**config.mk**
```make
export PLATFORM = sky130hd
export DESIGN_NAME = lmc_link_config_ctrl_flat
export DESIGN_NICKNAME = d
export VERILOG_FILES = /design/src/rtl/lmc_link_config_ctrl_if.sv /design/src/rtl/lmc_link_config_ctrl.sv /design/src/flat_wrapper.sv
export SDC_FILE = /design/constraint.sdc
export NUM_CORES = 1
export LEC_CHECK = 0
export CORE_ASPECT_RATIO = 1.2
export CORE_MARGIN = 1.5
export CORE_UTILIZATION = 60
export CTS_CLUSTER_SIZE = 20
export DETAILED_ROUTE_END_ITERATION = 10
export DONT_BUFFER_PORTS = 1
export MAX_ROUTING_LAYER = met4
export PLACE_DENSITY = 0.79
export SLEW_MARGIN = 20
export SYNTH_ARGS = -nofsm -noshare
export SYNTH_HDL_FRONTEND = slang
export SYNTH_SLANG_ARGS = --single-unit
```
**constraint.sdc**
```tcl
create_clock -name clk -period 4.55 [get_ports clk]
set_input_delay 0.455 -clock clk [delete_from_list [all_inputs] [get_ports clk]]
set_output_delay 0.455 -clock clk [all_outputs]
set_load 0.005 [all_outputs]
```
**src/rtl/lmc_link_config_ctrl_if.sv**
```systemverilog
// Config request / LMC datapath bundle for lmc_link_config_ctrl.
// drain_timeout exists only when LMC_CTRL_DRAIN_TIMEOUT_EN is defined.
interface lmc_link_config_ctrl_if;
    logic        cfg_req;
    logic [2:0]  cfg_gen;
    logic [4:0]  cfg_lanes;
    logic        cfg_ack;
    logic        cfg_err;
    logic        busy;
    logic [15:0] descramblerDataValid;
    logic [2:0]  lmc_gen;
    logic [4:0]  lmc_lanes;
    logic        lmc_flush;
    logic        lmc_valid_en;
`ifdef LMC_CTRL_DRAIN_TIMEOUT_EN
    logic        drain_timeout;
`endif

    modport master (
        output cfg_req, cfg_gen, cfg_lanes, descramblerDataValid,
        input  cfg_ack, cfg_err, busy, lmc_gen, lmc_lanes, lmc_flush, lmc_valid_en
`ifdef LMC_CTRL_DRAIN_TIMEOUT_EN
        , drain_timeout
`endif
    );

    modport slave (
        input  cfg_req, cfg_gen, cfg_lanes, descramblerDataValid,
        output cfg_ack, cfg_err, busy, lmc_gen, lmc_lanes, lmc_flush, lmc_valid_en
`ifdef LMC_CTRL_DRAIN_TIMEOUT_EN
        , drain_timeout
`endif
    );
endinterface

```
**src/rtl/lmc_link_config_ctrl.sv**
```systemverilog
// Sequences GEN/LANESNUMBER changes into the RX LMC datapath: drain, flush, apply, settle.
// Optional drain timeout enabled by defining LMC_CTRL_DRAIN_TIMEOUT_EN.
module lmc_link_config_ctrl #(
    parameter int DRAIN_CYCLES   = 4,
    parameter int FLUSH_CYCLES   = 2,
    parameter int SETTLE_CYCLES  = 8
`ifdef LMC_CTRL_DRAIN_TIMEOUT_EN
    , parameter int TIMEOUT_CYCLES = 64
`endif
) (
    input  logic                   clk,
    input  logic                   reset,
    lmc_link_config_ctrl_if.slave  bus
);
    typedef enum logic [2:0] {S_IDLE, S_DRAIN, S_FLUSH, S_APPLY, S_SETTLE} state_t;

    localparam int CNT_MAX_A = (DRAIN_CYCLES > FLUSH_CYCLES) ? DRAIN_CYCLES : FLUSH_CYCLES;
    localparam int CNT_MAX   = (CNT_MAX_A > SETTLE_CYCLES) ? CNT_MAX_A : SETTLE_CYCLES;
    localparam int CNT_W     = $clog2(CNT_MAX + 1);
    localparam logic [CNT_W-1:0] DRAIN_LAST  = CNT_W'(DRAIN_CYCLES - 1);
    localparam logic [CNT_W-1:0] FLUSH_LAST  = CNT_W'(FLUSH_CYCLES - 1);
    localparam logic [CNT_W-1:0] SETTLE_LAST = CNT_W'(SETTLE_CYCLES - 1);

    state_t            r_state, w_state_next;
    logic [CNT_W-1:0]  r_cnt, w_cnt_next, w_cnt_inc;
    logic [2:0]        r_gen, r_gen_cap;
    logic [4:0]        r_lanes, r_lanes_cap;
    logic              r_ack, r_err, r_busy, r_flush, r_valid_en;
    logic              w_capture, w_apply, w_ack_next, w_err_next;
    logic              w_legal, w_same;

`ifdef LMC_CTRL_DRAIN_TIMEOUT_EN
    localparam int TO_W = $clog2(TIMEOUT_CYCLES + 1);
    localparam logic [TO_W-1:0] TO_LAST = TO_W'(TIMEOUT_CYCLES - 1);
    logic [TO_W-1:0]   r_to_cnt, w_to_cnt_next, w_to_inc;
    logic              r_drain_timeout, w_to_hit;

    assign w_to_inc = (r_to_cnt == {TO_W{1'b1}}) ? r_to_cnt : r_to_cnt + 1'b1;
`endif

    assign w_cnt_inc = (r_cnt == {CNT_W{1'b1}}) ? r_cnt : r_cnt + 1'b1;

    always_comb begin
        w_legal = (bus.cfg_gen >= 3'd1) && (bus.cfg_gen <= 3'd5);
        case (bus.cfg_lanes)
            5'd1, 5'd2, 5'd4, 5'd8, 5'd16: ;
            default: w_legal = 1'b0;
        endcase
    end

    assign w_same = (bus.cfg_gen == r_gen) && (bus.cfg_lanes == r_lanes);

    always_comb begin
        w_state_next = r_state;
        w_cnt_next   = r_cnt;
        w_capture    = 1'b0;
        w_apply      = 1'b0;
        w_ack_next   = 1'b0;
        w_err_next   = 1'b0;
`ifdef LMC_CTRL_DRAIN_TIMEOUT_EN
        w_to_cnt_next = '0;
        w_to_hit      = 1'b0;
`endif
        case (r_state)
            S_IDLE: begin
                if (bus.cfg_req) begin
                    if (!w_legal) begin
                        w_err_next = 1'b1;
                    end else if (w_same) begin
                        w_ack_next = 1'b1;
                    end else begin
                        w_capture    = 1'b1;
                        w_cnt_next   = '0;
                        w_state_next = S_DRAIN;
                    end
                end
            end
            S_DRAIN: begin
                // Any lane still carrying data restarts the idle run.
                if (bus.descramblerDataValid != 16'd0) begin
                    w_cnt_next = '0;
                end else if (r_cnt == DRAIN_LAST) begin
                    w_cnt_next   = '0;
                    w_state_next = S_FLUSH;
                end else begin
                    w_cnt_next = w_cnt_inc;
                end
`ifdef LMC_CTRL_DRAIN_TIMEOUT_EN
                if (r_to_cnt == TO_LAST) begin
                    w_cnt_next   = '0;
                    w_state_next = S_FLUSH;
                    w_to_hit     = 1'b1;
                end else begin
                    w_to_cnt_next = w_to_inc;
                end
`endif
            end
            S_FLUSH: begin
                if (r_cnt == FLUSH_LAST) begin
                    w_cnt_next   = '0;
                    w_state_next = S_APPLY;
                end else begin
                    w_cnt_next = w_cnt_inc;
                end
            end
            S_APPLY: begin
                w_apply      = 1'b1;
                w_cnt_next   = '0;
                w_state_next = S_SETTLE;
            end
            S_SETTLE: begin
                if (r_cnt == SETTLE_LAST) begin
                    w_cnt_next   = '0;
                    w_ack_next   = 1'b1;
                    w_state_next = S_IDLE;
                end else begin
                    w_cnt_next = w_cnt_inc;
                end
            end
            default: begin
                w_cnt_next   = '0;
                w_state_next = S_IDLE;
            end
        endcase
    end

    // Status outputs are registered from the next state so they line up with it.
    always_ff @(posedge clk or posedge reset) begin
        if (reset) begin
            r_state     <= S_IDLE;
            r_cnt       <= '0;
            r_gen       <= 3'd1;
            r_lanes     <= 5'd1;
            r_gen_cap   <= 3'd1;
            r_lanes_cap <= 5'd1;
            r_ack       <= 1'b0;
            r_err       <= 1'b0;
            r_busy      <= 1'b0;
            r_flush     <= 1'b0;
            r_valid_en  <= 1'b1;
        end else begin
            r_state    <= w_state_next;
            r_cnt      <= w_cnt_next;
            r_ack      <= w_ack_next;
            r_err      <= w_err_next;
            r_busy     <= (w_state_next != S_IDLE);
            r_flush    <= (w_state_next == S_FLUSH);
            r_valid_en <= (w_state_next == S_IDLE) || (w_state_next == S_DRAIN);
            if (w_capture) begin
                r_gen_cap   <= bus.cfg_gen;
                r_lanes_cap <= bus.cfg_lanes;
            end
            if (w_apply) begin
                r_gen   <= r_gen_cap;
                r_lanes <= r_lanes_cap;
            end
        end
    end

`ifdef LMC_CTRL_DRAIN_TIMEOUT_EN
    always_ff @(posedge clk or posedge reset) begin
        if (reset) begin
            r_to_cnt        <= '0;
            r_drain_timeout <= 1'b0;
        end else begin
            r_to_cnt <= w_to_cnt_next;
            if (w_to_hit) begin
                r_drain_timeout <= 1'b1;
            end
        end
    end

    assign bus.drain_timeout = r_drain_timeout;
`endif

    assign bus.cfg_ack      = r_ack;
    assign bus.cfg_err      = r_err;
    assign bus.busy         = r_busy;
    assign bus.lmc_gen      = r_gen;
    assign bus.lmc_lanes    = r_lanes;
    assign bus.lmc_flush    = r_flush;
    assign bus.lmc_valid_en = r_valid_en;
endmodule

```
**src/flat_wrapper.sv**
```systemverilog
// flat-port wrapper written by rule: the top's interface ports become plain ports
module lmc_link_config_ctrl_flat 
#(
    parameter int DRAIN_CYCLES   = 4,
    parameter int FLUSH_CYCLES   = 2,
    parameter int SETTLE_CYCLES  = 8

)
  (clk, reset, bus_cfg_req, bus_cfg_gen, bus_cfg_lanes, bus_descramblerDataValid, bus_cfg_ack, bus_cfg_err, bus_busy, bus_lmc_gen, bus_lmc_lanes, bus_lmc_flush, bus_lmc_valid_en);
  lmc_link_config_ctrl_if bus_i ();
  input  logic clk;
  input  logic reset;
  input wire logic [$bits(bus_i.cfg_req)-1:0] bus_cfg_req;
  input wire logic [$bits(bus_i.cfg_gen)-1:0] bus_cfg_gen;
  input wire logic [$bits(bus_i.cfg_lanes)-1:0] bus_cfg_lanes;
  input wire logic [$bits(bus_i.descramblerDataValid)-1:0] bus_descramblerDataValid;
  output wire logic [$bits(bus_i.cfg_ack)-1:0] bus_cfg_ack;
  output wire logic [$bits(bus_i.cfg_err)-1:0] bus_cfg_err;
  output wire logic [$bits(bus_i.busy)-1:0] bus_busy;
  output wire logic [$bits(bus_i.lmc_gen)-1:0] bus_lmc_gen;
  output wire logic [$bits(bus_i.lmc_lanes)-1:0] bus_lmc_lanes;
  output wire logic [$bits(bus_i.lmc_flush)-1:0] bus_lmc_flush;
  output wire logic [$bits(bus_i.lmc_valid_en)-1:0] bus_lmc_valid_en;
  assign bus_i.cfg_req = bus_cfg_req;
  assign bus_i.cfg_gen = bus_cfg_gen;
  assign bus_i.cfg_lanes = bus_cfg_lanes;
  assign bus_i.descramblerDataValid = bus_descramblerDataValid;
  assign bus_cfg_ack = bus_i.cfg_ack;
  assign bus_cfg_err = bus_i.cfg_err;
  assign bus_busy = bus_i.busy;
  assign bus_lmc_gen = bus_i.lmc_gen;
  assign bus_lmc_lanes = bus_i.lmc_lanes;
  assign bus_lmc_flush = bus_i.lmc_flush;
  assign bus_lmc_valid_en = bus_i.lmc_valid_en;
  lmc_link_config_ctrl #(.DRAIN_CYCLES(DRAIN_CYCLES), .FLUSH_CYCLES(FLUSH_CYCLES), .SETTLE_CYCLES(SETTLE_CYCLES)) u_core (.clk(clk), .reset(reset), .bus(bus_i));
endmodule
```
; Word-level counts from Yosys, hierarchy flattened
; Index checks and enable logic that the tools add are counted.
[op_classes]
mux = 31
addsub = 1
eq_ne = 20
reduce_logical = 9
magnitude_cmp = 2
[op_table]
columns = cell, n
row1 = $mux 4, 8
row2 = $mux 3, 7
row3 = $pmux 4 s4, 1
row4 = $reduce_bool 16->1, 1
row5 = $pmux 3 s5, 1
row6 = $mux 1, 13
row7 = $eq 3x2->1 const B, 3
row8 = $eq 3x1->1 const B, 2
row9 = $logic_not 3->1, 2
row10 = $eq 5x1->1 const B, 1
row11 = $eq 5x2->1 const B, 1
row12 = $eq 5x3->1 const B, 1
row13 = $eq 5x4->1 const B, 1
row14 = $eq 5x5->1, 1
row15 = $eq 5x5->1 const B, 1
row16 = $reduce_or 5->1, 1
row17 = $add 4x1->4 const B, 1
row18 = $eq 4x1->1 const B, 1
row19 = $eq 4x2->1 const B, 1
row20 = $eq 4x3->1 const B, 1
row21 = $eq 4x4->1 const B, 1
row22 = $ne 2x2->1 const B, 2
row23 = $eq 3x3->1, 1
row24 = $eq 3x3->1 const B, 1
row25 = other kinds (8), 9
[word_totals]
elab_cells = 74
input_bits = 27
register_bits = 28
out_inout_bits = 13

; Depth between registers and ports, before layout
[logic_depth]
word_depth = 8
depth_mapped = 7
ltp_nobuf = 7

; Least setup slack after synthesis
; OpenSTA, ideal clock, no wires.
[synth_path]
path_type = input-to-reg
start = input port bus_cfg_lanes[3]
end = register u_core.r_busy, in the netlist u_core.bus.busy
setup_slack_ns = 2.652
t_required_ns = 4.419
cell_stages = 7
t_arrival_ns = 1.767
setup_ns = 0.131
path_buffers = 1
path_cell_list = xor2_1 nor4_2 nand2_1 and4_1 buf_6 o21bai_4 or3_1
[synth_between]
elab_chain_cells = 7
elab_cells_between_ends = 14
cone_classes = 6 x eq/ne / 5 x mux / 3 x reduce/logical
[synth_lines]
columns = element, line
row1 = start: declaration, flat_wrapper.sv:15  ; input wire logic [$bits(bus_i.cfg_lanes)-1:0] bus_cfg_lanes;
row2 = $eq 5x1->1 (tied with other cells), lmc_link_config_ctrl.sv:45  ; case (bus.cfg_lanes)
row3 = $reduce_or 5->1 / $logic_and 1x1->1 (equally long branches), "lmc_link_config_ctrl.sv:45, lmc_link_config_ctrl.sv:51"
row4 = $mux 1 / $mux 3 (equally long branches), "lmc_link_config_ctrl.sv:45, lmc_link_config_ctrl.sv:69"
row5 = $mux 3 *, lmc_link_config_ctrl.sv:67  ; if (!w_legal) begin
row6 = $mux 3 *, lmc_link_config_ctrl.sv:66  ; if (bus.cfg_req) begin
row7 = $pmux 3 s5 *, lmc_link_config_ctrl.sv:64  ; case (r_state)
row8 = net u_core.w_state_next[0], lmc_link_config_ctrl.sv:24  ; state_t r_state, w_state_next;
row9 = $reduce_bool 3->1 *, lmc_link_config_ctrl.sv:146  ; r_busy <= (w_state_next != S_IDLE);
row10 = end signal: assignment, lmc_link_config_ctrl.sv:146
row11 = end: declaration, lmc_link_config_ctrl.sv:28  ; logic r_ack, r_err, r_busy, r_flush, r_valid_en;
; Mark *: on every way through the listed nets, which the timed path passes. The rest lies on a longest branch.
; A chain may end at the register's enable or synchronous reset.

; Worst setup path after layout
[layout_path]
start = register u_core.r_gen[0], in the netlist u_core.bus.lmc_gen[0]
end = register u_core.r_busy, in the netlist u_core.bus.busy
[layout_between]
elab_chain_cells = 7
[layout_lines]
columns = element, line
row1 = start: declaration, lmc_link_config_ctrl.sv:26  ; logic [2:0] r_gen, r_gen_cap;
row2 = start signal: assignment, lmc_link_config_ctrl.sv:154  ; r_gen <= r_gen_cap;
row3 = $eq 3x3->1, lmc_link_config_ctrl.sv:51  ; assign w_same = (bus.cfg_gen == r_gen) && (bus.cfg_lanes == r_lanes);
row4 = $logic_and 1x1->1, lmc_link_config_ctrl.sv:51
row5 = $mux 3, lmc_link_config_ctrl.sv:69  ; end else if (w_same) begin
row6 = $mux 3, lmc_link_config_ctrl.sv:67
row7 = $mux 3, lmc_link_config_ctrl.sv:66
row8 = $pmux 3 s5, lmc_link_config_ctrl.sv:64
row9 = net u_core.w_state_next[0], lmc_link_config_ctrl.sv:24
row10 = $reduce_bool 3->1, lmc_link_config_ctrl.sv:146
; The timed path passes the listed nets, and every way through them passes these cells.

==> reports/metrics.cfg <==
[setup_path]
critPathSlowestCell=dfstp_2
cp.arrival_ns=2.27
cp_slowest_stage_delay_ns=0.59
worstSetupPathType=reg2reg
required_ns=4.78
cp-end-kind=register
crit_fanout=9
crit_chain=xor2_1, nor4_2, nand2_1, and4_1, o21bai_4, or3_1
setup.worst_path.start_class=register

[placed_design]
dp.cells=157
dp_hpwl_um=2000
routabilityCongestion=0.879
portBuffers=0
place_ws_ns=2.43

[synth]
synthFlopType=dfrtp_1
ys_seq_elements=28
seq_area_frac_synth_pct=48.0
yosys.area.top_type=dfrtp_1
netlist_area_sq_um=1470
ys_top_cells_by_area=dfrtp_1, mux2_2, dfstp_2
ys_warn_count=0
yosysTopAreaCellShare_pct=39.1
avgSynthCellArea_sq_um=11.2
ys_types=40
netlist_instances=131
syn_nets=160
synthArstFlopShare_pct=100
synth_edf_count=0

[clock_network]
clk_latency_ns=0.33
cts_tree=done
post_cts_buffers=0
cts_hold_buffers=0
cts-resized-gates=0
clockBufferDepth=2
htree_levels=1
cts_sinks=28
numCtsBuffers=3
cts-root-buf=clkbuf_4
clk_pin_slew_worst_paths_ns=0.15

[timing]
max_freq_mhz=489
worst_pin_slew_ns=0.572
hold_violations=0
layout_min_cycle_time_ns=2.04
slew-limit-headroom_pct=61.8
report.final.slew_viol_count=0
timing.setup.tns_ns=0
holdWs_ns=0.0391
rsz0062_at_grt=no
fin_crit_sh_pct=44.9
finalWorstSetupSlack_ns=2.51
fin_worst_skew_ns=0.00676
setup_viol=0

[finish]
multiInputGateArea_sq_um=723
layout_common_cells=dfrtp_1, mux2_2, nor2_1
layout.cells.non_filler=161
fin_nets=160
antenna_cells=0
fillers=183
mostFrequentLayoutCell=dfrtp_1
regArea_sq_um=707
layout-drive-gt1-share_pct=26.9
area_growth_pct=4.17

[route]
avgViaCountPerCell=6.19
drcViolationCount=0
avgRoutedWirePerCell_um=16.7
drt_iter0_drc=13
antenna_left=0
vias=996
dr.pass1.iters=2
totalWireLength_um=2690

[power_and_ir_drop]
pwr-share-comb_pct=15.8
internal_power_mw=0.440
pwr-share-seq_pct=56.6
power_leakage_nw=0.655
clkPwrFrac_pct=27.5
p_sw_mw=0.141
ir_drop_mv=0.334
p_sw_share_pct=24.2
powerDensity_nw_per_um2=379

[global_route]
grt.total_usage_pct=22.2
grt_pass1_vias=972
grt_max_degree=29
grt_remaining_overflow=0
grt_pass1_wl_um=4150
antenna_found_initial=0

[run]
drv_cap=0

[floorplanning]
die_h_um=57.2
row_count=19
dieArea_sq_um=2760
die_w_um=48.2
start_util_pct=63.8
io-pin-count=40
core_region_area_sq_um=2310

[min_path]
min_path_type=in2async

[outcome]
run_status=completed

## sequential cells by signal, summed over array words and instances (netlist names), 3 cells and up
signal                cells
u_core.bus.lmc_gen        3
u_core.bus.lmc_lanes      5
u_core.r_cnt              4
u_core.r_state            3
u_core.r_gen_cap          3
u_core.r_lanes_cap        5
## through the flow
| stage | util (%) | power [mW] | cell area (sq um) |
|---|---|---|---|
| 6_report | 66.5 | 0.581 | 1530 |
| 5_1_grt | 66.5 | 0.609 | 1530 |
| 4_1_cts | 66.5 | 0.586 | 1530 |
| 3_5_place_dp | 64.2 | 0.426 | 1480 |
| 3_3_place_gp | 64.2 | 0.420 | 1480 |
| 2_1_floorplan | - | 0.408 | 1470 |
## worst max-delay path: cells and delay by family (launching register included)
family	cells	cell delay, ns
AO/OA/AOI/OAI	1	0.24
flip-flops	1	0.59
AND/OR/NAND/NOR	4	1.04
XOR/XNOR	1	0.09
## worst paths after layout
kind / from / endpoint / slack [ns] / depth (start not counted)
setup / recovery: u_core.bus.lmc_gen[0] / u_core.bus.busy / 2.51 / 6
hold / removal: reset / u_core.bus.lmc_lanes[4] / 0.04 / 1
setup reg to reg: u_core.bus.lmc_gen[0] / u_core.bus.busy / 2.51 / 6
hold reg to reg: u_core.r_lanes_cap[1] / u_core.r_lanes_cap[1] / 0.53 / 1
max in group asynchronous: reset / u_core.r_gen_cap[0] / 4.13 / 1
min in group clk: bus_cfg_req / u_core.bus.cfg_err / 0.23 / 2
## logic make-up (layout without fill, tap and decap cells)
kind of cell	count (synthesis)	after routing	synth area share [%]
buf+inv	8	7	2.81
xor+xnor	9	9	5.36
simple gates	45	45	17.3
flops	28	28	48.0
compound gates	22	22	11.8
fa+ha+maj	2	2	1.70
mux	17	17	12.9
## metal layers
metal / vias to the layer above / wire, um / track usage, %
met2: 36 / 1390 / 35.5
met5: - / 0 / -
li1: 474 / - / -
met4: 0 / 53 / 9.27
met3: 7 / 164 / 6.33
met1: 479 / 1080 / 25.0
## cell type report
cell class | count | share of cell area [%]
inverter | 3 | 0.735
clock inverter | 1 | 1.96
clock buffer | 3 | 1.47
tap | 31 | 2.53
multi-input combinational | 95 | 47.2
sequential | 28 | 46.1
## power by group through the flow
| stage | sequential, mW | clock (mW) | combinational, mW |
|---|---|---|---|
| after global routing | 0.336 | 0.171 | 0.101 |
| after floorplan | 0.319 | 0 | 0.0892 |
| after detailed placement | 0.334 | 0 | 0.0920 |
| after global placement | 0.332 | 0 | 0.0884 |
| final | 0.329 | 0.160 | 0.0919 |
| after CTS | 0.329 | 0.164 | 0.0924 |
## synth_stat cells, types with 2 or more instances
library cell / number
a21oi_1: 6
a31o_2: 2
nor4_1: 4
nor2_1: 10
nand2b_1: 2
o21ai_0: 3
dfrtp_1: 23
nand3_1: 2
mux2_2: 16
ha_1: 2
nor2b_1: 3
nand2_1: 5
or3_1: 2
dfstp_2: 5
nor3_1: 8
xor2_1: 9
nor4_2: 2
inv_1: 3
clkbuf_1: 3
No activity file was read; power rests on OpenSTA's default activity.
